## src/rtl/uart_ir_demod_pkg.sv

```systemverilog
// ----------------------------------------------------------------------------
// uart_ir_demod_pkg
//   Shared definitions for the UART IR carrier path (modulator and demodulator).
//   Holds the demodulator FSM encoding, the window tolerance shift and the
//   default widths of the divider and timeout fields.
// ----------------------------------------------------------------------------
package uart_ir_demod_pkg;

  typedef enum logic [1:0] {
    IR_IDLE = 2'd0,
    IR_ACQ  = 2'd1,
    IR_LOCK = 2'd2
  } ir_state_e;

  // Tolerance of the period window is (ir_div+1) >> IR_TOL_SHIFT,
  // i.e. a quarter of the nominal carrier period.
  localparam int IR_TOL_SHIFT  = 1;

  localparam int IR_W_DIV_DEF  = 12;
  localparam int IR_W_TMO_DEF  = 16;
  localparam int IR_W_EDGE_DEF = 3;

endpackage

```

## src/rtl/sync_1bit.sv

```systemverilog
// ----------------------------------------------------------------------------
// sync_1bit
//   Two-flop synchroniser for a single asynchronous level.
// Ports
//   clk        in  system clock
//   rst_n_sync in  asynchronous active-low reset (output clears to 0)
//   d          in  asynchronous input
//   q          out synchronised level, two clk cycles behind d
// ----------------------------------------------------------------------------
module sync_1bit (
  input  logic clk,
  input  logic rst_n_sync,
  input  logic d,
  output logic q
);

  logic meta;

  always_ff @(posedge clk or negedge rst_n_sync) begin
    if (!rst_n_sync) begin
      meta <= 1'b0;
      q    <= 1'b0;
    end else begin
      meta <= d;
      q    <= meta;
    end
  end

endmodule

```

## src/rtl/uart_ir_period_check.sv

```systemverilog
// ----------------------------------------------------------------------------
// uart_ir_period_check
//   Measures the distance between successive rising edges of the synchronised
//   IR line and flags whether the current edge falls inside the expected
//   carrier period window [P-TOL, P+TOL], P = 2*(ir_div+1),
//   TOL = (ir_div+1) >> IR_TOL_SHIFT.
// Ports
//   clk        in  system clock
//   rst_n_sync in  asynchronous active-low reset
//   en         in  0 = synchronous clear of the period counter
//   rise       in  rising edge of the synchronised line (this cycle)
//   ir_div     in  expected carrier half-period minus 1, in clk cycles
//   in_window  out combinational: period ending at this cycle is in window
// ----------------------------------------------------------------------------
module uart_ir_period_check
  import uart_ir_demod_pkg::*;
#(
  parameter int W_DIV = IR_W_DIV_DEF
) (
  input  logic             clk,
  input  logic             rst_n_sync,
  input  logic             en,
  input  logic             rise,
  input  logic [W_DIV-1:0] ir_div,
  output logic             in_window
);

  localparam int W_CNT = W_DIV + 2;

  logic [W_CNT-1:0] cnt_q;
  logic [W_CNT-1:0] period;
  logic [W_CNT-1:0] half;
  logic [W_CNT-1:0] nominal;
  logic [W_CNT-1:0] tol;
  logic [W_CNT-1:0] lo;
  logic [W_CNT-1:0] hi;

  // Counts clk cycles since the last rising edge; saturates so that a very
  // long gap reads as "far too long" instead of wrapping into the window.
  always_ff @(posedge clk or negedge rst_n_sync) begin
    if (!rst_n_sync) begin
      cnt_q <= '0;
    end else if (!en || rise) begin
      cnt_q <= '0;
    end else if (!(&cnt_q)) begin
      cnt_q <= cnt_q + W_CNT'(1);
    end
  end

  // The counter reads 0 on the cycle after an edge, so the edge-to-edge
  // distance ending at this cycle is cnt_q+1 (held at all-ones once saturated).
  assign period  = (&cnt_q) ? cnt_q : cnt_q + W_CNT'(1);

  assign half    = {2'b00, ir_div} + W_CNT'(1);
  assign nominal = half << 1;
  assign tol     = half >> IR_TOL_SHIFT;
  assign lo      = nominal - tol;
  assign hi      = nominal + tol;

  assign in_window = (period >= lo) && (period <= hi);

endmodule

```

## src/rtl/uart_ir_demod.sv

```systemverilog
// ----------------------------------------------------------------------------
// uart_ir_demod
//   IR carrier demodulator. Converts a raw carrier-modulated IR line into a
//   baseband UART level: carrier present = space (0), carrier absent = mark (1).
//   Build option: define UART_IR_DEMOD_FREQCHK_EN to qualify edges against the
//   expected carrier period and report out-of-window edges on edge_err.
//   Without it every rising edge counts as carrier and edge_err is 0.
// Ports
//   clk         in  system clock
//   rst_n_sync  in  asynchronous active-low reset
//   en          in  0 = synchronous clear of all state
//   rx_raw      in  raw IR input, asynchronous to clk
//   invert_in   in  invert rx_raw after synchronisation
//   ir_div      in  expected carrier half-period minus 1, in clk cycles
//   tmo         in  carrier-loss timeout, clk cycles after last valid edge
//   min_edges   in  valid rising edges needed to declare carrier (0 acts as 1)
//   din         out demodulated baseband, registered
//   carrier_det out 1 while locked, registered
//   edge_err    out 1-cycle pulse on an out-of-window edge
// ----------------------------------------------------------------------------
module uart_ir_demod
  import uart_ir_demod_pkg::*;
#(
  parameter int W_DIV  = IR_W_DIV_DEF,
  parameter int W_TMO  = IR_W_TMO_DEF,
  parameter int W_EDGE = IR_W_EDGE_DEF
) (
  input  logic              clk,
  input  logic              rst_n_sync,
  input  logic              en,
  input  logic              rx_raw,
  input  logic              invert_in,
  input  logic [W_DIV-1:0]  ir_div,
  input  logic [W_TMO-1:0]  tmo,
  input  logic [W_EDGE-1:0] min_edges,
  output logic              din,
  output logic              carrier_det,
  output logic              edge_err
);

  ir_state_e         state_q, state_d;
  logic [W_EDGE-1:0] edge_cnt, edge_cnt_d;
  logic [W_TMO-1:0]  timer_q, timer_d;
  logic              err_q, err_d;

  logic              rx_sync;
  logic              rx_s;
  logic              rx_s_q;
  logic              rise;
  logic              valid;

  logic [W_EDGE-1:0] min_eff;
  logic [W_EDGE:0]   cnt_inc;
  logic [W_EDGE-1:0] cnt_sat;
  logic              reach;
  logic              timer_zero;
  logic [W_TMO-1:0]  timer_dec;

  sync_1bit u_sync (
    .clk        (clk),
    .rst_n_sync (rst_n_sync),
    .d          (rx_raw),
    .q          (rx_sync)
  );

  assign rx_s = rx_sync ^ invert_in;

  // Edge-detector history keeps following the line while disabled so that
  // re-enabling on a high level does not fabricate a rising edge.
  always_ff @(posedge clk or negedge rst_n_sync) begin
    if (!rst_n_sync) begin
      rx_s_q <= 1'b0;
    end else begin
      rx_s_q <= rx_s;
    end
  end

  assign rise = rx_s & ~rx_s_q;

`ifdef UART_IR_DEMOD_FREQCHK_EN
  logic in_window;

  uart_ir_period_check #(
    .W_DIV (W_DIV)
  ) u_period (
    .clk        (clk),
    .rst_n_sync (rst_n_sync),
    .en         (en),
    .rise       (rise),
    .ir_div     (ir_div),
    .in_window  (in_window)
  );

  // The first edge out of IDLE has no reference period, so it is always taken.
  assign valid    = (state_q == IR_IDLE) | in_window;
  assign edge_err = err_q;
`else
  logic unused_cfg;

  assign unused_cfg = ^{ir_div, err_q};
  assign valid      = 1'b1;
  assign edge_err   = 1'b0;
`endif

  assign min_eff    = (min_edges == '0) ? W_EDGE'(1) : min_edges;
  assign cnt_inc    = {1'b0, edge_cnt} + (W_EDGE+1)'(1);
  assign cnt_sat    = (&edge_cnt) ? edge_cnt : cnt_inc[W_EDGE-1:0];
  assign reach      = cnt_inc >= {1'b0, min_eff};
  assign timer_zero = (timer_q == '0);
  assign timer_dec  = timer_zero ? timer_q : timer_q - W_TMO'(1);

  // Next-state logic. An edge always wins over a simultaneous timeout.
  always_comb begin
    state_d    = state_q;
    edge_cnt_d = edge_cnt;
    timer_d    = timer_dec;
    err_d      = 1'b0;
    case (state_q)
      IR_IDLE: begin
        if (rise) begin
          edge_cnt_d = W_EDGE'(1);
          timer_d    = tmo;
          state_d    = (min_eff == W_EDGE'(1)) ? IR_LOCK : IR_ACQ;
        end
      end
      IR_ACQ: begin
        if (rise) begin
          timer_d = tmo;
          if (valid) begin
            edge_cnt_d = cnt_sat;
            if (reach) begin
              state_d = IR_LOCK;
            end
          end else begin
            edge_cnt_d = W_EDGE'(1);
            err_d      = 1'b1;
          end
        end else if (timer_zero) begin
          state_d    = IR_IDLE;
          edge_cnt_d = '0;
        end
      end
      IR_LOCK: begin
        if (rise) begin
          if (valid) begin
            timer_d = tmo;
          end else begin
            err_d = 1'b1;
          end
        end else if (timer_zero) begin
          state_d    = IR_IDLE;
          edge_cnt_d = '0;
        end
      end
      default: begin
        state_d    = IR_IDLE;
        edge_cnt_d = '0;
      end
    endcase
  end

  // State, counters and the outputs are registered together, with the outputs
  // decoded from the next state so they line up with state_q.
  always_ff @(posedge clk or negedge rst_n_sync) begin
    if (!rst_n_sync) begin
      state_q     <= IR_IDLE;
      edge_cnt    <= '0;
      timer_q     <= '0;
      err_q       <= 1'b0;
      din         <= 1'b1;
      carrier_det <= 1'b0;
    end else if (!en) begin
      state_q     <= IR_IDLE;
      edge_cnt    <= '0;
      timer_q     <= '0;
      err_q       <= 1'b0;
      din         <= 1'b1;
      carrier_det <= 1'b0;
    end else begin
      state_q     <= state_d;
      edge_cnt    <= edge_cnt_d;
      timer_q     <= timer_d;
      err_q       <= err_d;
      din         <= ~(state_d == IR_LOCK);
      carrier_det <= (state_d == IR_LOCK);
    end
  end

endmodule

```

## config.mk

```make
export PLATFORM = sky130hd
export DESIGN_NAME = uart_ir_demod
export DESIGN_NICKNAME = d
export VERILOG_FILES = /design/src/rtl/uart_ir_demod_pkg.sv /design/src/rtl/sync_1bit.sv /design/src/rtl/uart_ir_period_check.sv /design/src/rtl/uart_ir_demod.sv
export SDC_FILE = /design/constraint.sdc
export NUM_CORES = 1
export LEC_CHECK = 0
export CORE_ASPECT_RATIO = 0.5
export CORE_MARGIN = 3
export CORE_UTILIZATION = 44
export CTS_BUF_LIST = sky130_fd_sc_hd__clkbuf_16
export DETAILED_ROUTE_END_ITERATION = 10
export GPL_TIMING_DRIVEN = 1
export HOLD_SLACK_MARGIN = 0.02
export MAX_ROUTING_LAYER = met4
export PLACE_DENSITY = 0.73
export SLEW_MARGIN = 20
export SYNTH_ARGS = -nofsm -noshare
export SYNTH_HDL_FRONTEND = slang
export SYNTH_SLANG_ARGS = --single-unit
```

## constraint.sdc

```tcl
create_clock -name clk -period 2.2 [get_ports clk]
set_clock_uncertainty 0.15 [all_clocks]
set_input_delay 0.44 -clock clk [delete_from_list [all_inputs] [get_ports clk]]
set_output_delay 0.44 -clock clk [all_outputs]
set_load 0.005 [all_outputs]
```

==> impl_table.tex, run 1 <==
\begin{tabular}{lr}
\hline
Metric & Value \\
\hline
\multicolumn{2}{l}{\textbf{Status}} \\
\quad Outcome & complete, no violations \\
\multicolumn{2}{l}{\textbf{Yosys}} \\
\quad Post-synthesis sequential area ratio & 0.4148 \\
\quad Flip-flop and latch count after synthesis & 26 \\
\quad Unique cell type count in the Yosys netlist & 44 \\
\quad Number of cells produced by synthesis & 166 \\
\quad Area contributors post-synth & dfrtp\_1 (40\%), o21ai\_0 (5.4\%), ha\_1 (4.8\%) \\
\quad Post-Syn Area per Cell & 9.467 um\^{}2 \\
\quad Area share of the largest cell type after synthesis & 0.3981 \\
\quad Dominant cell type by area after synthesis & dfrtp\_1 \\
\quad Synth warn & 0 \\
\quad Net count after synthesis & 208 \\
\quad Post-synthesis instance area & 0.001572 mm\^{}2 \\
\multicolumn{2}{l}{\textbf{Critical path}} \\
\quad Largest driver fanout on the critical path & 4 \\
\quad Path type of the worst setup path & input port to flop \\
\quad Critical path endpoint category & flop \\
\quad Buffers plus inverters on the worst setup path & 2 \\
\quad Startpoint type of the worst setup path & input port \\
\quad Required time of the critical path & 2.24 ns \\
\quad Worst-path cell chain & clkdlybuf4s50\_1 -> xor2\_1 -> nor2b\_1 -> buf\_4 -> nand3b\_1 -> a221o\_1 \\
\quad Stage delay of the slowest cell on the critical path & 0.47 ns \\
\quad Cell family with the largest share of critical-path delay & buffers and inverters \\
\quad Worst path arrival time & 2.18 ns \\
\quad Slowest-stage cell, CP & clkdlybuf4s50\_1 \\
\multicolumn{2}{l}{\textbf{Power and ir drop}} \\
\quad Pwr/cell area & 855.9 mW/mm\^{}2 \\
\quad Largest vdd supply drop & 0.3686 mV \\
\quad Leakage power summed over all cells & 0.9177 nW \\
\multicolumn{2}{l}{\textbf{Die}} \\
\quad Core Area & 0.003206 mm\^{}2 \\
\quad Initial Utilization & 0.4902 \\
\quad Die extent in y & 48.26 um \\
\quad Area of the die & 0.004368 mm\^{}2 \\
\quad Total number of placement rows & 14 \\
\quad Chip width & 90.52 um \\
\quad Boundary pin count & 39 \\
\multicolumn{2}{l}{\textbf{CTS}} \\
\quad Clock tree from TritonCTS & done \\
\quad Maximum buffer depth of the clock tree & 2 \\
\quad Count of clock tree sinks & 26 \\
\quad Total of hold buffers inserted after clock tree synthesis & 0 \\
\quad CTS buffer count & 3 \\
\quad Clk Latency, worst-skew pair & 0.26 ns \\
\quad Clock slew seen by the registers of the worst setup and hold paths & 0.07 ns \\
\quad Library cell used as clock root buffer & clkbuf\_16 \\
\quad Level count of the clock H-tree & 1 \\
\multicolumn{2}{l}{\textbf{Placement}} \\
\quad Pre-CTS setup slack & -0.4852 ns \\
\quad Placed cell areas & 0.001964 mm\^{}2 \\
\quad Number of input and output port buffers inserted & 25 \\
\quad Gpl congestion & 0.8359 \\
\quad HPWL reported at the end of detailed placement & 2565 um \\
\multicolumn{2}{l}{\textbf{Global route}} \\
\quad Total congestion overflow & 0 \\
\quad Number of antenna violations at the first check in global routing & 0 \\
\quad Pin count of the biggest net entering global routing & 27 \\
\quad Vias in the first global route & 1244 \\
\quad Overall track demand over capacity in global routing & 0.1797 \\
\quad Global-route wire length before repair & 5940 um \\
\multicolumn{2}{l}{\textbf{Cells and area}} \\
\quad Ratio of cells with drive above 1 in the final layout & 0.1962 \\
\quad Net total in the final layout & 252 \\
\quad Area added between synthesis and finish & 36.94\% \\
\quad Diode insertion count for antenna repair & 0 \\
\quad Filler cell count & 260 \\
\quad Layout Cell Area excl Fill & 0.002152 mm\^{}2 \\
\multicolumn{2}{l}{\textbf{Drt}} \\
\quad Total via count in the routed design & 1410 \\
\quad Final wirelength & 3668 um \\
\quad Detailed router's first-iteration violation count & 77 \\
\quad Average wire length per cell after detail routing & 14.27 um \\
\quad First drt pass iteration count & 4 \\
\quad Final ANT Viol Nets & 0 \\
\quad DRC errors left & 0 \\
\quad Number of vias per cell & 5.486 \\
\multicolumn{2}{l}{\textbf{Timing}} \\
\quad Total count of max-transition violations in the final report & 0 \\
\quad Final worst-path cycle share & 0.9734 \\
\quad Shortest period the worst path allows & 2.141 ns \\
\quad Final hold viol count & 0 \\
\quad Final Worst Setup Slack & 0.05859 ns \\
\quad Setup violations, final & 0 \\
\quad Fmax & 467.0 MHz \\
\multicolumn{2}{l}{\textbf{Min path}} \\
\quad Hold crit path type & flop to flop \\
\multicolumn{2}{l}{\textbf{Job}} \\
\quad Max-cap violation count & 0 \\
\hline
\end{tabular}
## layout make-up
class / instances / area, um^2 / area share
clock buffer: 3 / 75.07 / 0.03488
clock inverter: 1 / 30.03 / 0.01395
inverter: 8 / 30.03 / 0.01395
multi-input combinational: 126 / 890.9 / 0.4140
sequential: 26 / 651.9 / 0.3029
tap: 48 / 60.06 / 0.02791
timing repair buffer: 45 / 414.1 / 0.1924
## registers in the layout, indices dropped and copies added, names as in the netlist
register / cells
carrier_det: 1
state_q: 2
edge_cnt: 3
u_sync.q: 1
u_sync.meta: 1
rx_s_q: 1
din: 1
timer_q: 16
## power by group
| part | switching (W) | leakage (nW) | internal [W] |
|---|---|---|---|
| clock network | 0.000173 | 0.0511 | 0.000362 |
| registers | 0.000101 | 0.338 | 0.000553 |
| logic | 0.000318 | 0.529 | 0.000335 |
## synth_stat cells, drive strengths merged
library cell	count
a311oi	1
o211a	1
a221o	1
nand4	2
nand3	6
dfrtp	25
o211ai	2
xnor2	6
conb	1
inv	8
nand2b	5
xor2	5
or4b	1
a21oi	12
and2b	1
a31oi	3
nor2	6
a221oi	3
o21ai	18
nand2	14
nor4	4
a211oi	3
dfstp	1
buf	4
a22o	2
a2bb2oi	1
clkbuf	2
a31o	1
nor3	8
or2	2
mux2	1
ha	6
nand3b	2
or3	1
nor2b	2
or4	2
nor4b	3
## logic make-up after synthesis
group | Yosys count | share of synthesized area
simple gates | 59 | 0.2317
compound gates | 48 | 0.1887
flops | 26 | 0.4148
buf+inv | 14 | 0.04618
xor+xnor | 11 | 0.06130
fa+ha+maj | 6 | 0.04777
other cells | 1 | 0.002386
mux | 1 | 0.007165
## per-stage QoR
stage,total power (W),utilization,hold WS (ns),std cells,setup TNS (ns)
final,0.001842,0.6714,0.2003,257,0
after floorplan,0.001046,-,-0.005591,166,0
after CTS,0.001808,0.6530,0.2027,253,0
after global placement,0.001246,0.6128,0.1832,248,-1.670
after global routing,0.001952,0.6714,0.2168,257,-0.05198
after detailed placement,0.001258,0.6128,0.1871,248,-1.912
## cells in the final DEF, fill, tap and decap left out, types with 2 or more instances in the layout
master / Yosys / layout
dfrtp_1: 25 / 25
clkdlybuf4s50_1: 0 / 23
buf_4: 1 / 18
o21ai_0: 17 / 15
nand2_1: 13 / 13
a21oi_1: 12 / 12
inv_1: 8 / 8
nor3_1: 7 / 7
nor2_1: 6 / 6
xnor2_1: 6 / 6
nand3_1: 6 / 6
xor2_1: 5 / 5
nand2b_1: 5 / 5
ha_1: 6 / 5
a31oi_1: 3 / 3
a211oi_1: 3 / 3
clkbuf_16: 0 / 3
nor2b_1: 2 / 2
nand3b_1: 2 / 2
nor4_4: 2 / 2
nand4_1: 2 / 2
or4_1: 2 / 2
nor4b_1: 3 / 2
nor4_2: 1 / 2
o21ai_1: 1 / 2
o211ai_1: 2 / 2
a221oi_2: 0 / 2
a22o_1: 2 / 2
dlygate4sd2_1: 0 / 2
## repair_timing
item	CTS	global route
buffers inserted	1	4
setup endpoints to repair	4	18
pin swaps	4	5
resized for setup	7	5
## metal layers
metal | global-route usage | part of all wire | vias up
met1 | 0.2320 | 0.46 | 672
met3 | 0.03852 | 0.055 | 4
li1 | - | - | 692
met4 | 0.04255 | 0.0085 | 0
met2 | 0.2996 | 0.48 | 42
met5 | - | 0 | -
## final timing paths
check,start,end,slack [ns],depth (start not counted)
max,invert_in,din,0.06,6
min in group asynchronous,rst_n_sync,timer_q[0],0.39,2
max in group asynchronous,rst_n_sync,din,1.21,2
max reg2reg,timer_q[0],timer_q[9],0.07,8
min,u_sync.meta,u_sync.q,0.20,0
min reg2reg,u_sync.meta,u_sync.q,0.20,0
Note: power is estimated with default switching activity, not from simulation.
==> run 2: changes to the inputs <==
--- a/config.mk
+++ b/config.mk
@@ -5,16 +5,17 @@
 export SDC_FILE = /design/constraint.sdc
 export NUM_CORES = 1
 export LEC_CHECK = 0
+export CELL_PAD_IN_SITES_DETAIL_PLACEMENT = 1
+export CELL_PAD_IN_SITES_GLOBAL_PLACEMENT = 2
 export CORE_ASPECT_RATIO = 0.5
 export CORE_MARGIN = 3
-export CORE_UTILIZATION = 44
+export CORE_UTILIZATION = 26
 export CTS_BUF_LIST = sky130_fd_sc_hd__clkbuf_16
 export DETAILED_ROUTE_END_ITERATION = 10
 export GPL_TIMING_DRIVEN = 1
 export HOLD_SLACK_MARGIN = 0.02
 export MAX_ROUTING_LAYER = met4
-export PLACE_DENSITY = 0.73
-export SLEW_MARGIN = 20
+export PLACE_DENSITY = 0.72
 export SYNTH_ARGS = -nofsm -noshare
 export SYNTH_HDL_FRONTEND = slang
 export SYNTH_SLANG_ARGS = --single-unit
==> run 2 against run 1 <==
  * Total power increased by 4.2%
  * Combinational power up 11%
  * Setup slack gained 0.027 ns
  * Maximum frequency up 1.3%
  * Sequential share of layout area decreased by 1.3 points
  * Design area increased by 4.4%
  * Routed wire length up 23%
  * Critical path depth rose by 1
  * Die area is 62% higher
  * Global-route usage fell by 4.0 points
  * Register-to-register slack improved by 0.02 ns
  * Largest cell class unchanged
==> impl_table.tex, run 2 (synthesis results as in run 1) <==
\begin{tabular}{lr}
\hline
Metric & Value \\
\hline
\multicolumn{2}{l}{\textbf{Placement}} \\
\quad Number of input and output port buffers inserted & 25 (unchanged) \\
\quad Placed insts & 276 (was 248) \\
\quad Gpl congestion & 0.7944 (was 0.8359) \\
\quad HPWL reported at the end of detailed placement & 3199 um (was 2565 um) \\
\multicolumn{2}{l}{\textbf{Job}} \\
\quad Max-cap violation count & 0 (unchanged) \\
\multicolumn{2}{l}{\textbf{Drt}} \\
\quad Average wire length per cell after detail routing & 15.81 um (was 14.27 um) \\
\quad Final wirelength & 4505 um (was 3668 um) \\
\quad First drt pass iteration count & 4 (unchanged) \\
\quad Detailed router's first-iteration violation count & 51 (was 77) \\
\quad DRC errors left & 0 (unchanged) \\
\quad Number of vias per cell & 4.989 (was 5.486) \\
\quad Total via count in the routed design & 1422 (was 1410) \\
\quad Final ANT Viol Nets & 0 (unchanged) \\
\multicolumn{2}{l}{\textbf{Critical path}} \\
\quad Path type of the worst setup path & flop to flop (was input port to flop) \\
\quad Worst R2R Start & edge\_cnt[0] (was timer\_q[0]) \\
\quad Startpoint type of the worst setup path & flop (was input port) \\
\quad Worst-path cell chain & ha\_1 -> ha\_4 -> ha\_1 -> inv\_1 -> o21ai\_2 -> nand3b\_1 -> a221o\_1 (was clkdlybuf4s50\_1 -> xor2\_1 -> nor2b\_1 -> buf\_4 -> nand3b\_1 -> a221o\_1) \\
\quad Slack of the worst reg-to-reg path & 0.09 ns (was 0.07 ns) \\
\quad Library cell appearing most often on the critical path & ha\_1 \\
\quad Required time of the critical path & 2.24 ns (about the same) \\
\quad Worst path arrival time & 2.15 ns (was 2.18 ns) \\
\quad Slowest-stage cell, CP & a221o\_1 (was clkdlybuf4s50\_1) \\
\quad Stage delay of the slowest cell on the critical path & 0.40 ns (was 0.47 ns) \\
\quad Critical path endpoint category & flop (unchanged) \\
\quad Largest driver fanout on the critical path & 3 (was 4) \\
\quad Reg-to-Reg End & din (was timer\_q[9]) \\
\quad Worst Reg2Reg Path Length in Cells & 7 (was 8) \\
\multicolumn{2}{l}{\textbf{Global route}} \\
\quad Vias in the first global route & 1452 (was 1244) \\
\quad Number of antenna violations at the first check in global routing & 0 (unchanged) \\
\quad Pin count of the biggest net entering global routing & 27 (unchanged) \\
\quad Global-route wire length before repair & 7472 um (was 5940 um) \\
\quad Total congestion overflow & 0 (unchanged) \\
\quad Overall track demand over capacity in global routing & 0.1402 (was 0.1797) \\
\multicolumn{2}{l}{\textbf{Timing}} \\
\quad Final hold viol count & 0 (unchanged) \\
\quad Fmax & 472.9 MHz (was 467.0 MHz) \\
\quad Fin Setup TNS & 0 ns (unchanged) \\
\quad Setup violations, final & 0 (unchanged) \\
\quad Shortest period the worst path allows & 2.114 ns (was 2.141 ns) \\
\quad Total count of max-transition violations in the final report & 0 (unchanged) \\
\quad Hold slack & 0.2018 ns (was 0.2003 ns) \\
\quad Final worst-path cycle share & 0.9611 (was 0.9734) \\
\multicolumn{2}{l}{\textbf{Die}} \\
\quad Initial Utilization & 0.2778 (was 0.4902) \\
\quad Total number of placement rows & 19 (was 14) \\
\quad Boundary pin count & 39 (unchanged) \\
\quad Core Area & 0.005658 mm\^{}2 (was 0.003206 mm\^{}2) \\
\quad Chip width & 115.9 um (was 90.52 um) \\
\quad Die extent in y & 60.98 um (was 48.26 um) \\
\quad Area of the die & 0.007070 mm\^{}2 (was 0.004368 mm\^{}2) \\
\multicolumn{2}{l}{\textbf{Cells and area}} \\
\quad Non-filler instance count after layout & 285 (was 257) \\
\quad Area added between synthesis and finish & 42.91\% (was 36.94\%) \\
\quad Filler cell count & 658 (was 260) \\
\quad Ratio of cells with drive above 1 in the final layout & 0.2406 (was 0.1962) \\
\quad Leading cell type in the layout, fill and taps excluded & dfrtp\_1 (unchanged) \\
\quad Largest register FFs & 16 (unchanged) \\
\quad Most frequent cells in the layout & dfrtp\_1 (25), clkdlybuf4s50\_1 (22), buf\_4 (22), o21ai\_0 (15), nand2\_1 (13) (was dfrtp\_1 (25), clkdlybuf4s50\_1 (23), buf\_4 (18), o21ai\_0 (15), nand2\_1 (13)) \\
\quad Register name with the most flops & timer\_q (unchanged) \\
\quad Diode insertion count for antenna repair & 0 (unchanged) \\
\quad Net total in the final layout & 255 (was 252) \\
\quad Largest registers & timer\_q x16, edge\_cnt x3, state\_q x2 (unchanged) \\
\multicolumn{2}{l}{\textbf{CTS}} \\
\quad Clk Latency, worst-skew pair & 0.26 ns (about the same) \\
\quad Library cell used as clock root buffer & clkbuf\_16 (unchanged) \\
\quad Level count of the clock H-tree & 1 (unchanged) \\
\quad Maximum buffer depth of the clock tree & 2 (unchanged) \\
\quad Count of clock tree sinks & 26 (unchanged) \\
\quad CTS buffer count & 3 (unchanged) \\
\quad Clock slew seen by the registers of the worst setup and hold paths & 0.07 ns (about the same) \\
\quad Clock tree from TritonCTS & done (unchanged) \\
\quad Total of hold buffers inserted after clock tree synthesis & 0 (unchanged) \\
\multicolumn{2}{l}{\textbf{Min path}} \\
\quad Cell depth of the worst min-delay path & 0 (unchanged) \\
\quad Origin of the worst min-delay path & u\_sync.meta (unchanged) \\
\quad Hold-critical path endpoint & u\_sync.q (unchanged) \\
\quad Hold crit path type & flop to flop (unchanged) \\
\multicolumn{2}{l}{\textbf{Power and ir drop}} \\
\quad Leakage power summed over all cells & 0.9470 nW (was 0.9177 nW) \\
\quad Largest vdd supply drop & 0.3370 mV (was 0.3686 mV) \\
\quad Pwr/cell area & 854.4 mW/mm\^{}2 (was 855.9 mW/mm\^{}2) \\
\quad Design Power & 0.001919 W (was 0.001842 W) \\
\multicolumn{2}{l}{\textbf{Status}} \\
\quad Outcome & complete, no violations (unchanged) \\
\hline
\end{tabular}
-- run 2: layout make-up --
type / count / area, um^2 / area share
multi-input cells: 126 / 932.1 / 0.4150
flip-flops and latches: 26 / 651.9 / 0.2903
repair buffers: 48 / 435.4 / 0.1939
well taps: 73 / 91.34 / 0.04067
clock buffers: 3 / 75.07 / 0.03343
clock inverters: 1 / 30.03 / 0.01337
inverters: 8 / 30.03 / 0.01337
-- run 2: how the worst max path moves through the flow --
stage | start | slack [ns] | to | depth (start not counted)
after CTS | min_edges[0] | 0.03 | din | 8
after detailed placement | min_edges[1] | -0.48 | din | 9
after global routing | timer_q[0] | -0.001 | timer_q[9] | 8
final | edge_cnt[0] | 0.09 | din | 7
after global placement | min_edges[2] | -0.38 | din | 9
after floorplan | edge_cnt[0] | 0.11 | din | 7
-- run 2: stage by stage --
stage / setup slack, ns / utilization / instance area [um^2]
2_1_floorplan: 0.1106 / - / 1572
3_3_place_gp: -0.3812 / 0.3567 / 2018
3_5_place_dp: -0.4828 / 0.3567 / 2018
4_1_cts: 0.02825 / 0.3790 / 2145
5_1_grt: -0.001169 / 0.3969 / 2246
6_report: 0.08553 / 0.3969 / 2246
-- run 2: what timing repair did --
action / 4_1_cts / 5_1_grt
resized for setup: 5 / 15
setup endpoints to repair: 8 / 17
pin swaps: 4 / 6
buffers inserted: 2 / 4
-- run 2: worst max-delay path, delay by kind of cell (launching register included) --
family / cells / cell delay, ns
buffers and inverters: 1 / 0.04
AO/OA/AOI/OAI: 2 / 0.55
AND/OR/NAND/NOR: 1 / 0.18
adder cells (fa/ha/maj): 3 / 0.73
flip-flops: 1 / 0.38
-- run 2: power by group --
part	leakage (nW)	internal (W)	switching, W
clock	0.0511	0.000362	0.000177
sequential	0.338	0.000553	0.000103
combinational	0.558	0.000373	0.000350
total	0.947	0.00129	0.000630
-- run 2: routing by layer --
| layer | vias up | track usage | wire (um) |
|---|---|---|---|
| met1 | 701 | 0.1797 | 2150 |
| met3 | 2 | 0.02092 | 95 |
| met2 | 17 | 0.2469 | 2234 |
| li1 | 702 | - | - |
| met5 | - | - | 0 |
| met4 | 0 | 0.01488 | 25 |
